**config.mk**
```make
export PLATFORM = sky130hd
export DESIGN_NAME = digit_serial_addsub
export DESIGN_NICKNAME = d
export VERILOG_FILES = /design/src/rtl/digit_serial_addsub.sv
export SDC_FILE = /design/constraint.sdc
export NUM_CORES = 1
export LEC_CHECK = 0
export CAP_MARGIN = 20
export CORE_MARGIN = 10
export CORE_UTILIZATION = 51
export CTS_CLUSTER_SIZE = 8
export DETAILED_ROUTE_END_ITERATION = 6
export GPL_ROUTABILITY_DRIVEN = 1
export PLACE_DENSITY_LB_ADDON = 0.2
export SLEW_MARGIN = 10
export SYNTH_ARGS = -nofsm -noshare
export SYNTH_HDL_FRONTEND = slang
export SYNTH_SLANG_ARGS = --single-unit
```
**constraint.sdc**
```tcl
create_clock -name clk -period 2.5 [get_ports clk]
set_clock_uncertainty 0.05 [all_clocks]
set_input_delay 0.375 -clock clk [delete_from_list [all_inputs] [get_ports clk]]
set_output_delay 0.375 -clock clk [all_outputs]
set_load 0.1 [all_outputs]
```
**src/rtl/digit_serial_addsub.sv**
```systemverilog
// digit_serial_addsub: multi-cycle add/subtract unit that processes WIDTH-bit
// operands DIGIT bits per clock (N = WIDTH/DIGIT cycles per operation).
//
// Ports:
//   clk, rst_n            clock, asynchronous active-low reset
//   in_valid / in_ready   operand handshake; in_ready is high only while idle
//   sub, a, b             operation select and operands, sampled at accept
//   out_valid / out_ready result handshake; out_valid is high only while done
//   result                sum or difference, modulo 2^WIDTH
//   carry                 add: carry out; sub: 1 = no borrow (a >= b unsigned)
//   overflow              two's-complement signed overflow
//   zero                  result == 0
module digit_serial_addsub #(
  parameter int unsigned WIDTH = 16,
  parameter int unsigned DIGIT = 4
) (
  input  logic             clk,
  input  logic             rst_n,
  input  logic             in_valid,
  output logic             in_ready,
  input  logic             sub,
  input  logic [WIDTH-1:0] a,
  input  logic [WIDTH-1:0] b,
  output logic             out_valid,
  input  logic             out_ready,
  output logic [WIDTH-1:0] result,
  output logic             carry,
  output logic             overflow,
  output logic             zero
);

  localparam int unsigned N     = WIDTH / DIGIT;
  localparam int unsigned CNT_W = (N > 1) ? $clog2(N) : 1;
  localparam int unsigned SUM_W = DIGIT + 1;

  typedef enum logic [1:0] {
    IDLE = 2'd0,
    RUN  = 2'd1,
    DONE = 2'd2
  } state_t;

  state_t           state;
  logic [CNT_W-1:0] cnt;
  logic [WIDTH-1:0] op_a;
  logic [WIDTH-1:0] op_b;
  logic             cy;

  logic [SUM_W-1:0] dsum_c;
  logic [WIDTH-1:0] result_step_c;
  logic             msb_cin_c;
  logic             last_c;

  // One digit of the ripple: low DIGIT bits of both operands plus running carry.
  // The new digit enters result at the MSB end so that after N steps the
  // first (least significant) digit has been shifted down to bit 0.
  always_comb begin
    dsum_c        = SUM_W'(op_a[DIGIT-1:0]) + SUM_W'(op_b[DIGIT-1:0]) + SUM_W'(cy);
    result_step_c = (WIDTH'(dsum_c[DIGIT-1:0]) << (WIDTH - DIGIT)) | (result >> DIGIT);
    // Carry into the top bit of this digit, recovered from the sum bit.
    msb_cin_c     = op_a[DIGIT-1] ^ op_b[DIGIT-1] ^ dsum_c[DIGIT-1];
    last_c        = (cnt == CNT_W'(N - 1));
  end

  // Control, datapath and registered outputs.
  always_ff @(posedge clk or negedge rst_n) begin
    if (!rst_n) begin
      state     <= IDLE;
      cnt       <= '0;
      op_a      <= '0;
      op_b      <= '0;
      cy        <= 1'b0;
      result    <= '0;
      carry     <= 1'b0;
      overflow  <= 1'b0;
      zero      <= 1'b0;
      in_ready  <= 1'b1;
      out_valid <= 1'b0;
    end else begin
      case (state)
        IDLE: begin
          // in_ready is high throughout IDLE, so in_valid alone is the accept.
          if (in_valid) begin
            op_a     <= a;
            op_b     <= sub ? ~b : b;
            cy       <= sub;
            cnt      <= '0;
            state    <= RUN;
            in_ready <= 1'b0;
          end
        end

        RUN: begin
          result <= result_step_c;
          op_a   <= op_a >> DIGIT;
          op_b   <= op_b >> DIGIT;
          cy     <= dsum_c[DIGIT];
          cnt    <= cnt + CNT_W'(1);
          if (last_c) begin
            state     <= DONE;
            out_valid <= 1'b1;
            carry     <= dsum_c[DIGIT];
            overflow  <= msb_cin_c ^ dsum_c[DIGIT];
            zero      <= (result_step_c == '0);
          end
        end

        DONE: begin
          // Result and flags hold until consumed; no accept on this edge.
          if (out_ready) begin
            state     <= IDLE;
            out_valid <= 1'b0;
            in_ready  <= 1'b1;
          end
        end

        default: begin
          state     <= IDLE;
          out_valid <= 1'b0;
          in_ready  <= 1'b1;
        end
      endcase
    end
  end

endmodule

```
# --- Word level (Yosys, flattened, before mapping) ---
# Index checks and enable logic that the tools add are counted.
word_totals:
  n_memories: 0
  output_inout_bits: 21
  ram_bits: 0
  latch_bits: 0
  wordCells: 54
  mem_bits_ro: 0
  in_bits: 37
  register_bits: 58
op_classes:
  shifts: 0
  bitwise_logic: 7
  mux: 19
  n_addsub: 3
  n_mul: 0
  div: 0
  n_lt_le_gt_ge: 0
  n_reduce_logical: 8
  n_eq_ne: 6
op_table:
  columns: ["operator", "count"]
  rows:
  - ["$pmux 16 s2", 2]
  - ["$mux 16", 3]
  - ["$logic_not 16->1", 1]
  - ["$not 16->16", 1]
  - ["$or 16x12->16", 1]
  - ["$reduce_and 3->1", 3]
  - ["$mux 2", 4]
  - ["$ne 2x2->1 const B", 3]
  - ["$pmux 1 s3", 2]
  - ["$pmux 2 s3", 1]
  - ["$add 4x4->5", 1]
  - ["$add 5x1->5", 1]
  - ["$mux 1", 5]
  - ["$eq 2x2->1 const B", 2]
  - ["$pmux 2 s2", 1]
  - ["$reduce_and 2->1", 2]
  - ["$xor 1x1->1", 3]
  - ["$add 2x1->2 const B", 1]
  - ["$eq 2x1->1 const B", 1]
  - ["$logic_not 2->1", 1]
  - ["$not 1->1", 2]
  - ["$pmux 1 s2", 1]
  - ["$reduce_bool 2->1", 1]

# --- Longest topological paths before layout ---
logic_depth:
  depth_word: 4
  ltp_mapped: 6
  depth_no_buf: 6

# --- Worst setup path before layout ---
# Ideal clock, no wire load.
synth_path:
  kind: "register -> register"
  from: "register op_a[0]"
  to: "register zero"
  setup_ps: 69
  required_time_ps: 2381
  period_less_slack_ps: 1992
  slack_ps: 508
  stages_incl_launch_ff: 7
  t_arrival_ps: 1873
  path_buffers: 0
  path_cell_list: "dfrtp_1 > fa_1 > fa_1 > nor4_1 > nand4_1 > nor3_2 > a22o_1"
synth_via:
  elab_chain_len: 4
synth_rtl:
  columns: ["item", "line_no", "rtl"]
  rows:
  - ["from (decl)", "44", "logic [WIDTH-1:0] op_a;"]
  - ["from (signal assigned)", "94", "op_a <= op_a >> DIGIT;"]
  - ["$add 4x4->5", "57", "dsum_c = SUM_W'(op_a[DIGIT-1:0]) + SUM_W'(op_b[DIGIT-1:0]) + SUM_W'(cy);"]
  - ["$add 5x1->5", "57", null]
  - ["named net dsum_c[1]", "48", "logic [SUM_W-1:0] dsum_c;"]
  - ["$or 16x12->16", "58", "result_step_c = (WIDTH'(dsum_c[DIGIT-1:0]) << (WIDTH - DIGIT)) | (result >> DIGIT);"]
  - ["$logic_not 16->1", "103", "zero <= (result_step_c == '0);"]
  - ["to (signal assigned)", "103", null]
  - ["to (decl)", "29", "output logic zero"]
# The timed path passes the listed nets, and every way through them passes these cells.
# A chain may end at the register's enable or synchronous reset.

# --- Worst setup path after layout ---
# Ends and elaborated chain as after synthesis.

==> impl_metrics.ini <==
[logic_synthesis]
ys_ff_latch = 58
synth_area_leader_cell = dfrtp_1
synth.area.top_cells = dfrtp_1 (51%), nand2_1 (7.5%), o22ai_1 (7.4%)
synthCells = 285
synth_fp_nets = 328
synthTopCellsByCount = dfrtp_1 (57), nand2_1 (56), o22ai_1 (33)
avgSynthCellArea_um2 = 9.85
synth-seq-area-share = 0.518
synth.most_common_cell = dfrtp_1
yosys.area.top_type_share = 0.508
async_reset_ff_frac = 1.00
yosysWarnings = 0
synth_ff_type = dfrtp_1
ys_types = 31
syn_area_um2 = 2810
synth_edf_count = 0

[clock_network]
cts_hold_buf = 1
cts_tree = done
h-tree-depth = 3
clockBufferDepth = 2
root_buffer = clkbuf_8
clk_pin_slew_ps = 60
numCtsBuffers = 9
clock_sinks = 58
clk_latency_ps = 340
cts_setup_buffers = 0
ctsResizeCount = 0

[min_path]
holdCritPathClass = reg2reg

[layout]
finalNonFillerCells = 420
drive_gt1_frac = 0.151
regArea_um2 = 1450
multi_input_area_um2 = 1220
fin_util = 0.678
area_growth_pct = 26.6
fill_cells = 431
diodes = 0
fin_area_um2 = 3550
fin_nets = 388

[die]
rows = 26
fp.coreArea_um2 = 5240
initial_core_util = 0.536
fp.dieH_um = 94.2
die_w_um = 94.2
die_area_um2 = 8870
io_pins = 58

[global_routing]
grt_pass1_wl_mm = 11.6
antenna_found_initial = 0
overflow = 0
track_usage = 0.168
grt_pass1_vias = 2285
grt_start_max_net_pins = 35

[timing]
worst_pin_slew_ps = 737
timing.fmax_mhz = 465
min_period_over_period = 0.860
period_needed_ps = 2150
rsz0062_at_grt = false
slew_headroom = 0.509
drv_slew = 0
setup_violations = 0
setup_tns_ps = 0
final-hold-violation-count = 0

[placed_design]
dp.cells = 403
port_buffers = 57
dpl.hpwl_mm = 4.96
placed_cell_area_um2 = 3360
place.gp.congestion = 0.851

[drt]
drt_iter0_drc = 125
wl_mm = 6.82
drc = 0
ant_nets = 0
vias = 2274
first_pass_iters = 4
viasPerCell = 5.41
wl_per_cell_um = 16.2

[worst_setup_path]
crit_path_start_kind = flop
path_class = reg2reg
arrival_ps = 2380
cp_max_fo = 3
cp-end-kind = flop
critPathRequiredTime_ps = 2730

[run_status]
status = completed

[flow_run]
cap_violations = 0
[worst max-delay path, stage by stage, from the launching register on]
cell	delay, ps
dfrtp_1	420
fa_1	480
fa_1	460
nor4_1	280
nand4_1	160
nor3_2	120
a22o_1	130
[layout by cell type (no fill, tap or decap), types with 2 or more instances in the layout]
| master | synthesis | routed |
|---|---|---|
| o22ai_1 | 33 | 33 |
| ha_1 | 4 | 4 |
| nor2b_1 | 12 | 12 |
| nand2_1 | 56 | 56 |
| a21o_1 | 2 | 2 |
| a21oi_1 | 32 | 32 |
| clkdlybuf4s50_1 | 0 | 35 |
| a22o_1 | 6 | 6 |
| o21ai_0 | 11 | 11 |
| clkinv_2 | 0 | 4 |
| fa_1 | 2 | 2 |
| dfrtp_1 | 57 | 57 |
| buf_4 | 5 | 31 |
| xor2_1 | 10 | 10 |
| clkbuf_8 | 0 | 9 |
| nor4_1 | 3 | 3 |
| xnor2_1 | 9 | 9 |
| o22a_1 | 8 | 8 |
| nor2_1 | 9 | 9 |
[through the flow]
step	worst slack [ps]	hold slack [ps]
final	349	428
after global placement	464	320
after detailed placement	356	318
after CTS	343	431
after global routing	188	443
after floorplan	508	29.4
[registers in the layout, indices dropped and copies added (netlist names)]
| register | cells |
|---|---|
| result | 16 |
| op_b | 16 |
| op_a | 16 |
| cy | 1 |
| overflow | 1 |
| state | 2 |
| carry | 1 |
| cnt | 2 |
| out_valid | 1 |
| zero | 1 |
| in_ready | 1 |
[cell families (layout without fill, tap and decap cells)]
group	Yosys count	after routing	synth area share
AOI/OAI and AO/OA	95	95	0.207
and+or+nand+nor	86	86	0.137
DFF	58	58	0.518
buffers and inverters	21	86	0.0468
xor gates and xnor gates	19	19	0.0593
adders and majority gates	6	6	0.0321
[area by class of cell]
class,instances,area share
tap,70,0.0246
clock buffer,10,0.0359
sequential,58,0.409
timing repair buffer,68,0.168
inverter,2,0.00211
clock inverter,6,0.0162
multi-input combinational,206,0.344
[final timing paths]
kind / depth (start not counted) / from / slack, ps / end
max: 6 / op_a[0] / 350 / zero
min: 2 / result[1] / 430 / result[1]
max reg2reg: 6 / op_a[0] / 350 / zero
min reg2reg: 2 / result[1] / 430 / result[1]
max in group asynchronous: 3 / rst_n / 1210 / in_ready
min in group asynchronous: 2 / rst_n / 510 / result[0]
[metal layers]
layer  up-vias  GRT usage  part of all wire
li1       1126          -                 -
met1      1080      0.205              0.43
met2        59      0.267              0.50
met3         9     0.0392             0.049
met4         0     0.0886             0.020
met5         -          0                 0
Power is left out: the tool's default activity adds up to more than one toggle a clock period on the data nets, which glitch-free logic cannot reach.
==> RTL edit 1: new RTL, same flow settings <==
Re-encode `state_t` (3 states) as one-hot, 3 bits wide.
--- a/src/rtl/digit_serial_addsub.sv
+++ b/src/rtl/digit_serial_addsub.sv
@@ -35,6 +35,6 @@
 
-  typedef enum logic [1:0] {
-    IDLE = 2'd0,
-    RUN  = 2'd1,
-    DONE = 2'd2
+  typedef enum logic [2:0] {
+    IDLE = 3'b001,
+    RUN  = 3'b010,
+    DONE = 3'b100
   } state_t;
Function: no difference found for any inputs over 10 cycles, from zero or initial values and one cycle with rst_n low; not proved beyond that.
==> RTL edit 1 against the unedited design <==
Sequential share of layout area grew 0.22 points; sequential cell count increased by 1; routed wire length fell by 12%; area after synthesis increased by 3.9%; maximum frequency fell by 0.73%; design area increased by 1.3%; worst setup slack lost 0.016 ns.
==> RTL edit 1: results <==
{
  "dp_hpwl_um": 4297,
  "synth-seq-area-share_pct": 50.73,
  "synth_common_cells": "83 x nand2_1, 57 x dfrtp_1, 31 x o21ai_0",
  "routabilityCongestion": 0.7471,
  "worstHoldStart": "result[0]$_DFFE_PN0P_",
  "dpl_cell_area_um2": 3435,
  "switchingPower_uw": 2472,
  "grt_max_degree": 78,
  "antenna_cells": 0,
  "cts_resized": 0,
  "critPathMaxStageDelay_ns": 0.46,
  "first_pass_iters": 5,
  "fin_hold_ws_ns": 0.4286,
  "wl_um": 5991,
  "status": "completed",
  "drive_gt1_share_pct": 13.45,
  "worstHoldPathType": "flip-flop to flip-flop",
  "synth_area_leaders": "dfrtp_1 49%, nand2_1 11%, mux2i_1 5.5%",
  "first_iter_violations": 69,
  "finalNetCount": 395,
  "grt_pass1_wl_um": 10230,
  "grt_pass1_vias": 2224,
  "antenna_found_initial": 0,
  "grt.total_usage_pct": 13.87,
  "hold_end": "result[0]$_DFFE_PN0P_",
  "cp_slowest_cell": "fa_1",
  "ir_drop_mv": 1.179,
  "regToRegSetupSlack_ns": 0.33,
  "cts_root_buffer": "clkbuf_8",
  "viasPerCell": 5.191,
  "reg2reg_to": "overflow$_DFFE_PN0P_",
  "synth_cell_types": 38,
  "crit_arrival_ns": 2.33,
  "synth_nets": 339
}
RTL edit 1: kinds of logic (layout without fill, tap and decap cells):
group                    after synthesis  after routing  share of synthesized area [%]
adder cells (fa/ha/maj)                6              6                          3.090
multiplexers                          17             17                          6.008
XOR/XNOR                              19             19                          5.708
flip-flops                            59             59                          50.73
buffers and inverters                 22             83                          5.794
AO/OA/AOI/OAI                         60             60                          11.76
AND/OR/NAND/NOR                      113            113                          16.91
RTL edit 1: routing by layer:
layer / up-vias / wire (µm) / track usage [%]
met3: 11 / 455 / 5.813
li1: 1103 / - / -
met5: - / 0 / 0
met4: 0 / 104 / 6.511
met1: 1055 / 2817 / 16.34
met2: 58 / 2613 / 21.50
RTL edit 1: what timing repair did:
item                                   CTS  global route
endpoints found under the hold margin   16             0
buffers inserted                         0             0
hold buffers                             1             0
RTL edit 1: area by class of cell:
type / count / area, µm²
fillers: 499 / 1942
inverters: 2 / 7.507
well taps: 72 / 90.09
multi-input cells: 215 / 1267
repair buffers: 65 / 600.6
clock buffers: 13 / 138.9
flip-flops and latches: 59 / 1479
clock inverters: 3 / 15.01
RTL edit 1: how the worst max path moves through the flow:
stage,end,slack (ns)
3_5_place_dp,op_a[4]$_DFFE_PN0P_,0.34
4_1_cts,overflow$_DFFE_PN0P_,0.33
3_3_place_gp,op_a[0]$_DFFE_PN0P_,0.38
6_report,overflow$_DFFE_PN0P_,0.33
2_1_floorplan,overflow$_DFFE_PN0P_,0.49
5_1_grt,overflow$_DFFE_PN0P_,0.27
RTL edit 1: per-stage QoR:
stage          cells  setup WS (ns)
6_report         429         0.3335
5_1_grt          429         0.2676
4_1_cts          429         0.3313
3_5_place_dp     412         0.3378
3_3_place_gp     412         0.3806
2_1_floorplan    296         0.4917
==> RTL edit 2: new RTL, same flow settings <==
Without the edit above. Change the parameter `WIDTH` from 16 to 32.
--- a/src/rtl/digit_serial_addsub.sv
+++ b/src/rtl/digit_serial_addsub.sv
@@ -13,3 +13,3 @@
 module digit_serial_addsub #(
-  parameter int unsigned WIDTH = 16,
+  parameter int unsigned WIDTH = 32,
   parameter int unsigned DIGIT = 4
Interface: changed (resized a, b and result); port bits go from 58 to 106. The function was not compared with the original's and may differ.
==> RTL edit 2 against the unedited design <==
Non-clock buffer count grew 54; design area grew 77%; worst setup slack lost 0.13 ns; critical endpoint unchanged; highest routed layer unchanged; via count grew 88%; first-iteration DRC count grew to 3.1 times the old value; routed wire length grew 87%; area after synthesis grew 79%; sequential cell count grew 49.
==> RTL edit 2: results <==
{
  "routabilityCongestion": 0.7900,
  "synth-compound-area-share_pct": 20.09,
  "synth_area_leaders": "dfrtp_1 53%, nand2_1 9.3%, o22ai_1 8.1%",
  "synth_nets": 620,
  "fill_cells": 845,
  "dp_hpwl_um": 8944,
  "reg_top3": "op_a x32, op_b x32, result x32",
  "grt_max_degree": 60,
  "wl_met2_um": 6190,
  "worstHoldStart": "result[0]$_DFFE_PN0P_",
  "met3_usage_pct": 2.929,
  "grt_pass1_wl_um": 21440,
  "wire_per_inst_um": 16.51,
  "grt_pass1_vias": 4221,
  "hold_end": "result[0]$_DFFE_PN0P_",
  "drive_gt1_share_pct": 11.74,
  "finalNetCount": 711,
  "synth_common_cells": "124 x nand2_1, 106 x dfrtp_1, 67 x a21oi_1",
  "routed-via-count": 4268,
  "worstMarginPinSlew_ns": 0.6747,
  "synth-xor-area-share_pct": 6.093,
  "dpl_cell_area_um2": 6095,
  "cts.reportedPaths.clkPinSlew_ns": 0.10,
  "synth-seq-area-share_pct": 53.25,
  "status": "completed",
  "first_pass_iters": 5,
  "wl_met3_um": 547,
  "register_area_um2": 2679,
  "setup_ws_ns": 0.2225
}
RTL edit 2: cell types whose count changed in the layout (fill, tap and decap cells not counted), moves of 20 or more:
| cell | change |
|---|---|
| nand2_1 | +67 |
| dfrtp_1 | +49 |
| a21oi_1 | +35 |
| o22ai_1 | +32 |
| clkdlybuf4s50_1 | +31 |
| buf_4 | +20 |
| nor2_1 | +20 |
RTL edit 2: stage by stage:
| step | hold slack (ns) | total power [µW] | std cells |
|---|---|---|---|
| 2_1_floorplan | 0.02941 | 7059 | 544 |
| 3_3_place_gp | 0.3804 | 8230 | 756 |
| 3_5_place_dp | 0.3896 | 8365 | 756 |
| 4_1_cts | 0.4377 | 9338 | 772 |
| 5_1_grt | 0.4767 | 9906 | 772 |
| 6_report | 0.4307 | 9272 | 772 |
RTL edit 2: final cells by class:
class,instances,area share [%]
Clock buffer,10,2.191
Tap cell,133,2.649
Sequential cell,107,42.64
Inverter,2,0.1195
Clock inverter,5,0.6373
Timing Repair Buffer,122,17.81
Multi-Input combinational cell,393,33.96
